==> config.mk <==
export PLATFORM = sky130hd
export DESIGN_NAME = lobster_dbus_sequencer
export DESIGN_NICKNAME = d
export VERILOG_FILES = /design/src/rtl/lobster_dbus_sequencer.sv
export SDC_FILE = /design/constraint.sdc
export NUM_CORES = 2
export LEC_CHECK = 0
export ABC_AREA = 1
export CAP_MARGIN = 5
export CORE_MARGIN = 1.5
export CORE_UTILIZATION = 53
export DETAILED_ROUTE_END_ITERATION = 8
export PLACE_DENSITY = 0.74
export SYNTH_ARGS = -nofsm -noshare
export SYNTH_HDL_FRONTEND = slang
export SYNTH_SLANG_ARGS = --single-unit
==> constraint.sdc <==
create_clock -name clk -period 6 [get_ports clk]
set_clock_uncertainty 0.05 [all_clocks]
set_input_delay 1.2 -clock clk [delete_from_list [all_inputs] [get_ports clk]]
set_output_delay 1.2 -clock clk [all_outputs]
set_load 0.02 [all_outputs]
==> src/rtl/lobster_dbus_sequencer.sv <==
// Data-bus sequencer: arbitrates instruction fetch, a tagged load queue and a
// posted store buffer onto the single-port SRAM ce/we/rdy bus.
//
//   state | meaning
//   IDLE  | ce low; pick the next source (full SQ > fetch > unhazarded load > store)
//   BUSY  | ce high; command held until rdy, entry popped and response registered on rdy
module lobster_dbus_sequencer #(
    parameter int ADDR_WIDTH = 36,
    parameter int DATA_WIDTH = 64,
    parameter int LQ_DEPTH   = 8,
    parameter int SQ_DEPTH   = 8,
    parameter int TAG_WIDTH  = 6
) (
    input  logic                  clk,
    input  logic                  rst,
    input  logic                  fetch_req,
    input  logic [ADDR_WIDTH-1:0] fetch_addr,
    output logic                  fetch_ack,
    output logic [DATA_WIDTH-1:0] fetch_data,
    input  logic                  ld_valid,
    output logic                  ld_ready,
    input  logic [ADDR_WIDTH-1:0] ld_addr,
    input  logic [TAG_WIDTH-1:0]  ld_tag,
    output logic                  ldr_valid,
    output logic [TAG_WIDTH-1:0]  ldr_tag,
    output logic [DATA_WIDTH-1:0] ldr_data,
    input  logic                  st_valid,
    output logic                  st_ready,
    input  logic [ADDR_WIDTH-1:0] st_addr,
    input  logic [DATA_WIDTH-1:0] st_data,
    output logic                  sq_empty,
    output logic                  ce,
    output logic                  we,
    output logic [ADDR_WIDTH-1:0] mem_addr,
    output logic [DATA_WIDTH-1:0] mem_wdata,
    input  logic [DATA_WIDTH-1:0] mem_rdata,
    input  logic                  rdy
);
    localparam int LQ_PW = $clog2(LQ_DEPTH);
    localparam int SQ_PW = $clog2(SQ_DEPTH);
    localparam int LQ_CW = LQ_PW + 1;
    localparam int SQ_CW = SQ_PW + 1;

    typedef enum logic { IDLE, BUSY } state_t;
    typedef enum logic [1:0] { SRC_FETCH, SRC_LOAD, SRC_STORE } src_t;

    state_t state_q, state_d;
    src_t   src_q, src_d;
    logic [ADDR_WIDTH-1:0] mem_addr_q, mem_addr_d;
    logic [DATA_WIDTH-1:0] mem_wdata_q, mem_wdata_d;
    logic                  we_q, we_d;

    logic [ADDR_WIDTH-1:0] lq_addr_q [LQ_DEPTH];
    logic [TAG_WIDTH-1:0]  lq_tag_q  [LQ_DEPTH];
    logic [LQ_PW-1:0]      lq_head_q, lq_tail_q;
    logic [LQ_CW-1:0]      lq_cnt_q, lq_cnt_d;
    logic [ADDR_WIDTH-1:0] sq_addr_q [SQ_DEPTH];
    logic [DATA_WIDTH-1:0] sq_data_q [SQ_DEPTH];
    logic [SQ_PW-1:0]      sq_head_q, sq_tail_q;
    logic [SQ_CW-1:0]      sq_cnt_q, sq_cnt_d;
    logic                  ld_ready_q, st_ready_q, sq_empty_q;

    logic lq_push, lq_pop, sq_push, sq_pop, fetch_done, load_done;
    logic sq_full, hazard;
    logic [SQ_DEPTH-1:0] sq_match;

    logic                  fetch_ack_q, ldr_valid_q;
    logic [DATA_WIDTH-1:0] fetch_data_q, ldr_data_q;
    logic [TAG_WIDTH-1:0]  ldr_tag_q;

    assign lq_push = ld_valid & ld_ready_q;
    assign sq_push = st_valid & st_ready_q;
    assign sq_full = (sq_cnt_q == SQ_CW'(SQ_DEPTH));
    assign lq_cnt_d = lq_cnt_q + LQ_CW'(lq_push) - LQ_CW'(lq_pop);
    assign sq_cnt_d = sq_cnt_q + SQ_CW'(sq_push) - SQ_CW'(sq_pop);

    // An SQ slot takes part in the hazard check only while it holds a live
    // entry, including the one currently on the bus.
    for (genvar g = 0; g < SQ_DEPTH; g++) begin : g_haz
        logic [SQ_PW-1:0] off;
        assign off         = SQ_PW'(g) - sq_head_q;
        assign sq_match[g] = ({1'b0, off} < sq_cnt_q) &&
                             (sq_addr_q[g] == lq_addr_q[lq_head_q]);
    end
    assign hazard = |sq_match;

    // Queue entry storage; contents are don't-care outside the live window.
    always_ff @(posedge clk) begin
        if (lq_push) begin
            lq_addr_q[lq_tail_q] <= ld_addr;
            lq_tag_q[lq_tail_q]  <= ld_tag;
        end
        if (sq_push) begin
            sq_addr_q[sq_tail_q] <= st_addr;
            sq_data_q[sq_tail_q] <= st_data;
        end
    end

    // Queue pointers, counts and registered ready/empty flags.
    always_ff @(posedge clk) begin
        if (rst) begin
            lq_head_q  <= '0;
            lq_tail_q  <= '0;
            lq_cnt_q   <= '0;
            sq_head_q  <= '0;
            sq_tail_q  <= '0;
            sq_cnt_q   <= '0;
            ld_ready_q <= 1'b1;
            st_ready_q <= 1'b1;
            sq_empty_q <= 1'b1;
        end else begin
            lq_head_q  <= lq_head_q + LQ_PW'(lq_pop);
            lq_tail_q  <= lq_tail_q + LQ_PW'(lq_push);
            lq_cnt_q   <= lq_cnt_d;
            sq_head_q  <= sq_head_q + SQ_PW'(sq_pop);
            sq_tail_q  <= sq_tail_q + SQ_PW'(sq_push);
            sq_cnt_q   <= sq_cnt_d;
            ld_ready_q <= (lq_cnt_d != LQ_CW'(LQ_DEPTH));
            st_ready_q <= (sq_cnt_d != SQ_CW'(SQ_DEPTH));
            sq_empty_q <= (sq_cnt_d == '0);
        end
    end

    // Bus FSM state and held command registers.
    always_ff @(posedge clk) begin
        if (rst) begin
            state_q     <= IDLE;
            src_q       <= SRC_FETCH;
            mem_addr_q  <= '0;
            mem_wdata_q <= '0;
            we_q        <= 1'b0;
        end else begin
            state_q     <= state_d;
            src_q       <= src_d;
            mem_addr_q  <= mem_addr_d;
            mem_wdata_q <= mem_wdata_d;
            we_q        <= we_d;
        end
    end

    // Arbitration in IDLE, completion and pops in BUSY. Fetch is ignored in the
    // ack cycle so a requester still holding fetch_req is not served twice.
    always_comb begin
        state_d     = state_q;
        src_d       = src_q;
        mem_addr_d  = mem_addr_q;
        mem_wdata_d = mem_wdata_q;
        we_d        = we_q;
        lq_pop      = 1'b0;
        sq_pop      = 1'b0;
        fetch_done  = 1'b0;
        load_done   = 1'b0;
        case (state_q)
            IDLE: begin
                if (sq_full) begin
                    state_d = BUSY; src_d = SRC_STORE; we_d = 1'b1;
                    mem_addr_d = sq_addr_q[sq_head_q]; mem_wdata_d = sq_data_q[sq_head_q];
                end else if (fetch_req && !fetch_ack_q) begin
                    state_d = BUSY; src_d = SRC_FETCH; we_d = 1'b0;
                    mem_addr_d = fetch_addr;
                end else if ((lq_cnt_q != '0) && !hazard) begin
                    state_d = BUSY; src_d = SRC_LOAD; we_d = 1'b0;
                    mem_addr_d = lq_addr_q[lq_head_q];
                end else if (sq_cnt_q != '0) begin
                    state_d = BUSY; src_d = SRC_STORE; we_d = 1'b1;
                    mem_addr_d = sq_addr_q[sq_head_q]; mem_wdata_d = sq_data_q[sq_head_q];
                end
            end
            BUSY: begin
                if (rdy) begin
                    state_d = IDLE;
                    case (src_q)
                        SRC_FETCH: fetch_done = 1'b1;
                        SRC_LOAD:  begin load_done = 1'b1; lq_pop = 1'b1; end
                        SRC_STORE: sq_pop = 1'b1;
                        default:   state_d = IDLE;
                    endcase
                end
            end
            default: state_d = IDLE;
        endcase
    end

    // Registered completion pulses and response data.
    always_ff @(posedge clk) begin
        if (rst) begin
            fetch_ack_q  <= 1'b0;
            ldr_valid_q  <= 1'b0;
            fetch_data_q <= '0;
            ldr_data_q   <= '0;
            ldr_tag_q    <= '0;
        end else begin
            fetch_ack_q <= fetch_done;
            ldr_valid_q <= load_done;
            if (fetch_done) fetch_data_q <= mem_rdata;
            if (load_done) begin
                ldr_data_q <= mem_rdata;
                ldr_tag_q  <= lq_tag_q[lq_head_q];
            end
        end
    end

    assign ce         = (state_q == BUSY);
    assign we         = ce & we_q;
    assign mem_addr   = mem_addr_q;
    assign mem_wdata  = mem_wdata_q;
    assign fetch_ack  = fetch_ack_q;
    assign fetch_data = fetch_data_q;
    assign ldr_valid  = ldr_valid_q;
    assign ldr_tag    = ldr_tag_q;
    assign ldr_data   = ldr_data_q;
    assign ld_ready   = ld_ready_q;
    assign st_ready   = st_ready_q;
    assign sq_empty   = sq_empty_q;
endmodule
Word level (Yosys, flattened, before mapping)
Memory sizes are Yosys's and may differ from the RTL's. A register that Yosys moved wholly into a read port is not among the register bits.
Cells that the tools add are included.
{ "classes": {"n_eq_ne": 15, "bitwise_logic": 4, "n_reduce_logical": 21, "n_mux": 38, "magnitude_cmp": 8, "addsub": 16} }
{ "ops": {"columns": ["operator", "n"], "rows": [
  ["equality test 36 bit", 8],
  ["two-way mux 64 bit", 4],
  ["two-way mux 36 bit", 4],
  ["< comparator 3 x 4 -> 1 bit", 8],
  ["two-way mux 1 bit", 22],
  ["adder 3 x 1 -> 3 bit", 4],
  ["nonzero test 4 bit", 3],
  ["subtractor 3 bit, first input constant", 4],
  ["logical AND 1 bit", 10],
  ["two-way mux 3 bit", 3],
  ["adder 4 x 1 -> 4 bit", 2],
  ["two-way mux 2 bit", 4],
  ["!= test 4 bit, second input constant", 2],
  ["OR reduction 8 bit", 1],
  ["subtractor 4 x 1 -> 4 bit", 2],
  ["subtractor 1 x 3 -> 3 bit, first input constant", 2],
  ["subtractor 2 x 3 -> 3 bit, first input constant", 2],
  ["equality test 4 bit, second input constant", 1],
  ["logical NOT 4 bit", 1],
  ["!= test 2 bit, second input constant", 2],
  ["AND reduction 4 bit", 1],
  ["AND 1 bit", 3],
  ["equality test 2 x 1 -> 1 bit, second input constant", 1],
  ["equality test 2 bit, second input constant", 1],
  ["6 further kinds", 7]
]} }
{ "totals": {"word_cells": 124, "ram_bits": 1136, "mem_count": 4, "register_bits": 257, "output_inout_bits": 241} }
{ "memory_table": {"columns": ["name", "depth", "word_bits", "rd", "rd_ports_with_merged_regs", "wr", "line_no", "rtl"], "rows": [
  ["sq_data_q", 8, 64, 1, 1, 1, "58", "logic [DATA_WIDTH-1:0] sq_data_q [SQ_DEPTH];"],
  ["lq_addr_q", 8, 36, 1, 1, 1, "53", "logic [ADDR_WIDTH-1:0] lq_addr_q [LQ_DEPTH];"],
  ["sq_addr_q", 8, 36, 9, 1, 1, "57", "logic [ADDR_WIDTH-1:0] sq_addr_q [SQ_DEPTH];"],
  ["lq_tag_q", 8, 6, 1, 1, 1, "54", "logic [TAG_WIDTH-1:0] lq_tag_q [LQ_DEPTH];"]
]} }

Logic depth before layout (Yosys ltp)
{ "depth": {"depth_word": 10, "mapped_depth": 29, "depth_no_buf": 23} }

Worst setup path before layout
Ideal clock, no wire load.
{ "synth_timing": {"path_kind": "in2reg", "start": "input st_valid", "end": "memory sq_addr_q[0][0], enable pin", "path_slack_ps": -364, "arrival_ps": 5754, "n_path_buf": 0, "setup_ps": 559, "cell_stages": 3, "cell_sequence": "nand2_1 or2_2 nor2_1"} }
{ "synth_via": {"elab_chain_len": 3} }
{ "synth_lines": {"columns": ["item", "line_no", "rtl"], "rows": [
  ["from (decl)", "27", "input logic st_valid,"],
  ["AND 1 bit", "72", "assign sq_push = st_valid & st_ready_q;"],
  ["two-way mux 1 bit", "93", "if (sq_push) begin"],
  ["two-way mux 1 bit (implied by the code)", "94", "sq_addr_q[sq_tail_q] <= st_addr;"],
  ["to (decl)", "57", null]
]} }
Every way passes these cells.

==> results.yml <==
cts:
  numCtsBuffers: 146
  cts.repair.resized: 0
  clock_path_buffers: 3
  cts_tree: "built"
  ctsHoldBuffers: 0
  cts-root-buf: "clkbuf_16"
  cts.sinks: 1398
  htreeDepth: 4
  path_clk_slew_ns: 0.06
  insertion_delay_ns: 0.80
  postCtsSetupBuffers: 0
sta:
  tightest_slew_ns: 1.42
  whs_ns: 0.429
  relSlewSlack_pct: 4.64
  rsz0062_at_grt: "no"
  drv_slew: 0
  hold_violations: 0
  setup_tns_ns: 0
  final.period_utilization_pct: 91.5
  setup_viol_count_final: 0
  fmax_mhz: 182
  final.min_clock_period_ns: 5.49
global_routing:
  grt_pass1_vias: 46200
  track_usage_pct: 35.9
  grt_pass1_wl_um: 309000
  grt.overflow.total: 0
  antenna_found_initial: 29
  grt_max_degree: 208
routing:
  ant_nets: 0
  via_count: 49100
  wl_per_cell_um: 25.5
  drt_iter0_drc: 6500
  dr.pass1.iters: 6
  routed_via_density: 5.82
  drt_wl_total_um: 215000
  drc: 0
floorplanning:
  core_area_um2: 115000
  die_h_um: 344
  num_rows: 124
  top_level_ports: 489
  dieArea_um2: 118000
  start_util_pct: 53.7
  die_w_um: 344
logic_synthesis:
  ys_seq_area_share_pct: 63.8
  synth_top_area_share_pct: 55.3
  netlist_top_cells_count: "1296 x nand2_1, 1136 x edfxtp_1, 1001 x nor2_1"
  ys.flop_type: "edfxtp_1"
  yosysMostFrequentCell: "nand2_1"
  syn_inst: 6393
  synth_enable_flop_cells: 1136
  synthArstFlopShare_pct: 0
  syn_area_um2: 61700
  ys_seq_elements: 1398
  synth_cell_types: 48
  syn_avg_cell_area_um2: 9.65
  synth.largest_area_cell: "edfxtp_1"
  syn-num-nets: 6676
  synthTopCellsByArea: "edfxtp_1 55%, dfxtp_1 8.5%, nand2_1 7.9%"
  yosys_warnings: 0
status:
  status: "completed"
power_and_ir_drop:
  p_int_mw: 19.2
  pwr-share-clk_pct: 30.8
  pwr_density_cell_nw_per_um2: 405
  switching_share_pct: 34.9
  power.leakage_nw: 28.5
  seqPwrFrac_pct: 41.1
  vdd_drop_max_mv: 0.380
  p_comb_share_pct: 28.1
  switchingPower_mw: 10.3
cells_and_area:
  area_delta_synth_final_pct: 18.3
  final_cells: 8434
  nets: 7066
  fin_util_pct: 63.6
  drive_above_1_share_pct: 5.85
critical_path:
  cp.arrival_ns: 6.13
  cp.required_ns: 6.63
  cp_max_fo: 51
  cpPeakStageDelay_ns: 0.62
  worstSetupStartpointType: "flop"
  worstSetupPathType: "reg2reg"
  critPathSlowestCell: "inv_2"
  cp-end-kind: "flop"
  path_cells: "inv_2 -> buf_4 -> nand3_1 -> nand3_1 -> nand2_1 -> xor2_1 -> nand2_1 -> nor2_1 -> nand2_1 -> nor2_1 -> nand2_1 -> nor2_1 -> nor2_1 -> nand3_4 -> nand2_4 -> nand2_4 -> buf_4 -> nand4_1 -> nand2_1 -> nor2_1"
placed_design:
  gp_congestion: 1.08
  hpwl_um: 145000
  placed_cells: 8146
  io_buffers: 488
flow_run:
  drv_cap: 0
hold_path:
  hp-class: "reg2reg"
-- per-stage QoR --
stage / total power, mW / setup WS [ns] / instance area [um2]
floorplan: 16.8 / -0.364 / 61700
global placement: 20.3 / 0.646 / 68100
detailed placement: 20.4 / 0.663 / 68100
CTS: 29.5 / 0.620 / 72900
global route: 30.6 / 0.321 / 73000
finish: 29.5 / 0.508 / 73000
-- power groups by stage --
stage / combinational, mW / sequential, mW / clock [mW]
finish: 8.31 / 12.1 / 9.10
global route: 8.89 / 12.2 / 9.53
CTS: 8.15 / 12.1 / 9.16
detailed placement: 8.10 / 12.3 / 0
global placement: 8.03 / 12.3 / 0
floorplan: 4.05 / 12.8 / 0
-- layout by cell type, fill, tap and decap left out, types with 16 or more instances in the layout --
master / instances
xor2_1: 49
diode_2: 16
o22ai_1: 145
o21ai_0: 554
ha_1: 33
clkdlybuf4s50_1: 487
or2_2: 16
nor2_1: 981
clkinv_1: 16
xnor2_1: 17
a21oi_1: 98
clkinv_2: 23
inv_2: 31
o211ai_1: 47
buf_12: 20
edfxtp_1: 1136
buf_4: 61
clkbuf_1: 40
nor2_4: 20
nand2_2: 16
nand3_1: 406
inv_1: 695
nand4_1: 127
dfxtp_1: 258
nand3b_1: 39
nand2_1: 1295
clkbuf_16: 147
-- worst paths after layout --
path,depth (start not counted),end,start,slack (ns)
worst max-delay path,20,mem_wdata[63],lq_head_q[1],0.51
worst min-delay path,2,ldr_data[38],ldr_data[38],0.43
worst max register to register,20,mem_wdata[63],lq_head_q[1],0.51
worst min register to register,2,ldr_data[38],ldr_data[38],0.43
-- registers in the layout (all words and copies together) (netlist names), 4 cells and up --
| signal | cells |
|---|---|
| sq_cnt_q | 4 |
| fetch_data | 64 |
| mem_wdata | 64 |
| sq_addr_q | 288 |
| lq_tag_q | 48 |
| ldr_data | 64 |
| ldr_tag | 6 |
| sq_data_q | 512 |
| lq_cnt_q | 4 |
| mem_addr | 36 |
| lq_addr_q | 288 |
-- worst max-delay path: cells and delay by family (launching register included) --
kind,cells,cell delay (ns)
xor+xnor,1,0.55
buf+inv,3,1.57
flops,1,0.34
simple gates,16,2.74
-- routing by layer --
layer | wire (um) | track usage [%] | vias to the layer above
met4 | 9370 | 15.2 | 30
met5 | 206 | 0 | -
met1 | 83500 | 48.2 | 23500
li1 | - | - | 22200
met3 | 24300 | 8.96 | 462
met2 | 97900 | 55.8 | 2879
-- cell families after synthesis --
group                    share of synthesized area (%)
XOR/XNOR                                         0.937
flip-flops                                        63.8
AND/OR/NAND/NOR                                   19.8
AO/OA/AOI/OAI                                     7.98
buffers and inverters                             6.71
adder cells (fa/ha/maj)                          0.735
-- area by class of cell --
type / count / area, um2
timing repair buffer: 569 / 5740
tap: 1512 / 1890
antenna: 16 / 40.0
inverter: 732 / 2760
fill: 9178 / 41800
clock buffer: 198 / 3980
sequential: 1398 / 39400
clock inverter: 73 / 848
multi-input combinational: 3936 / 18400
Power figures use the tool's default switching activity.
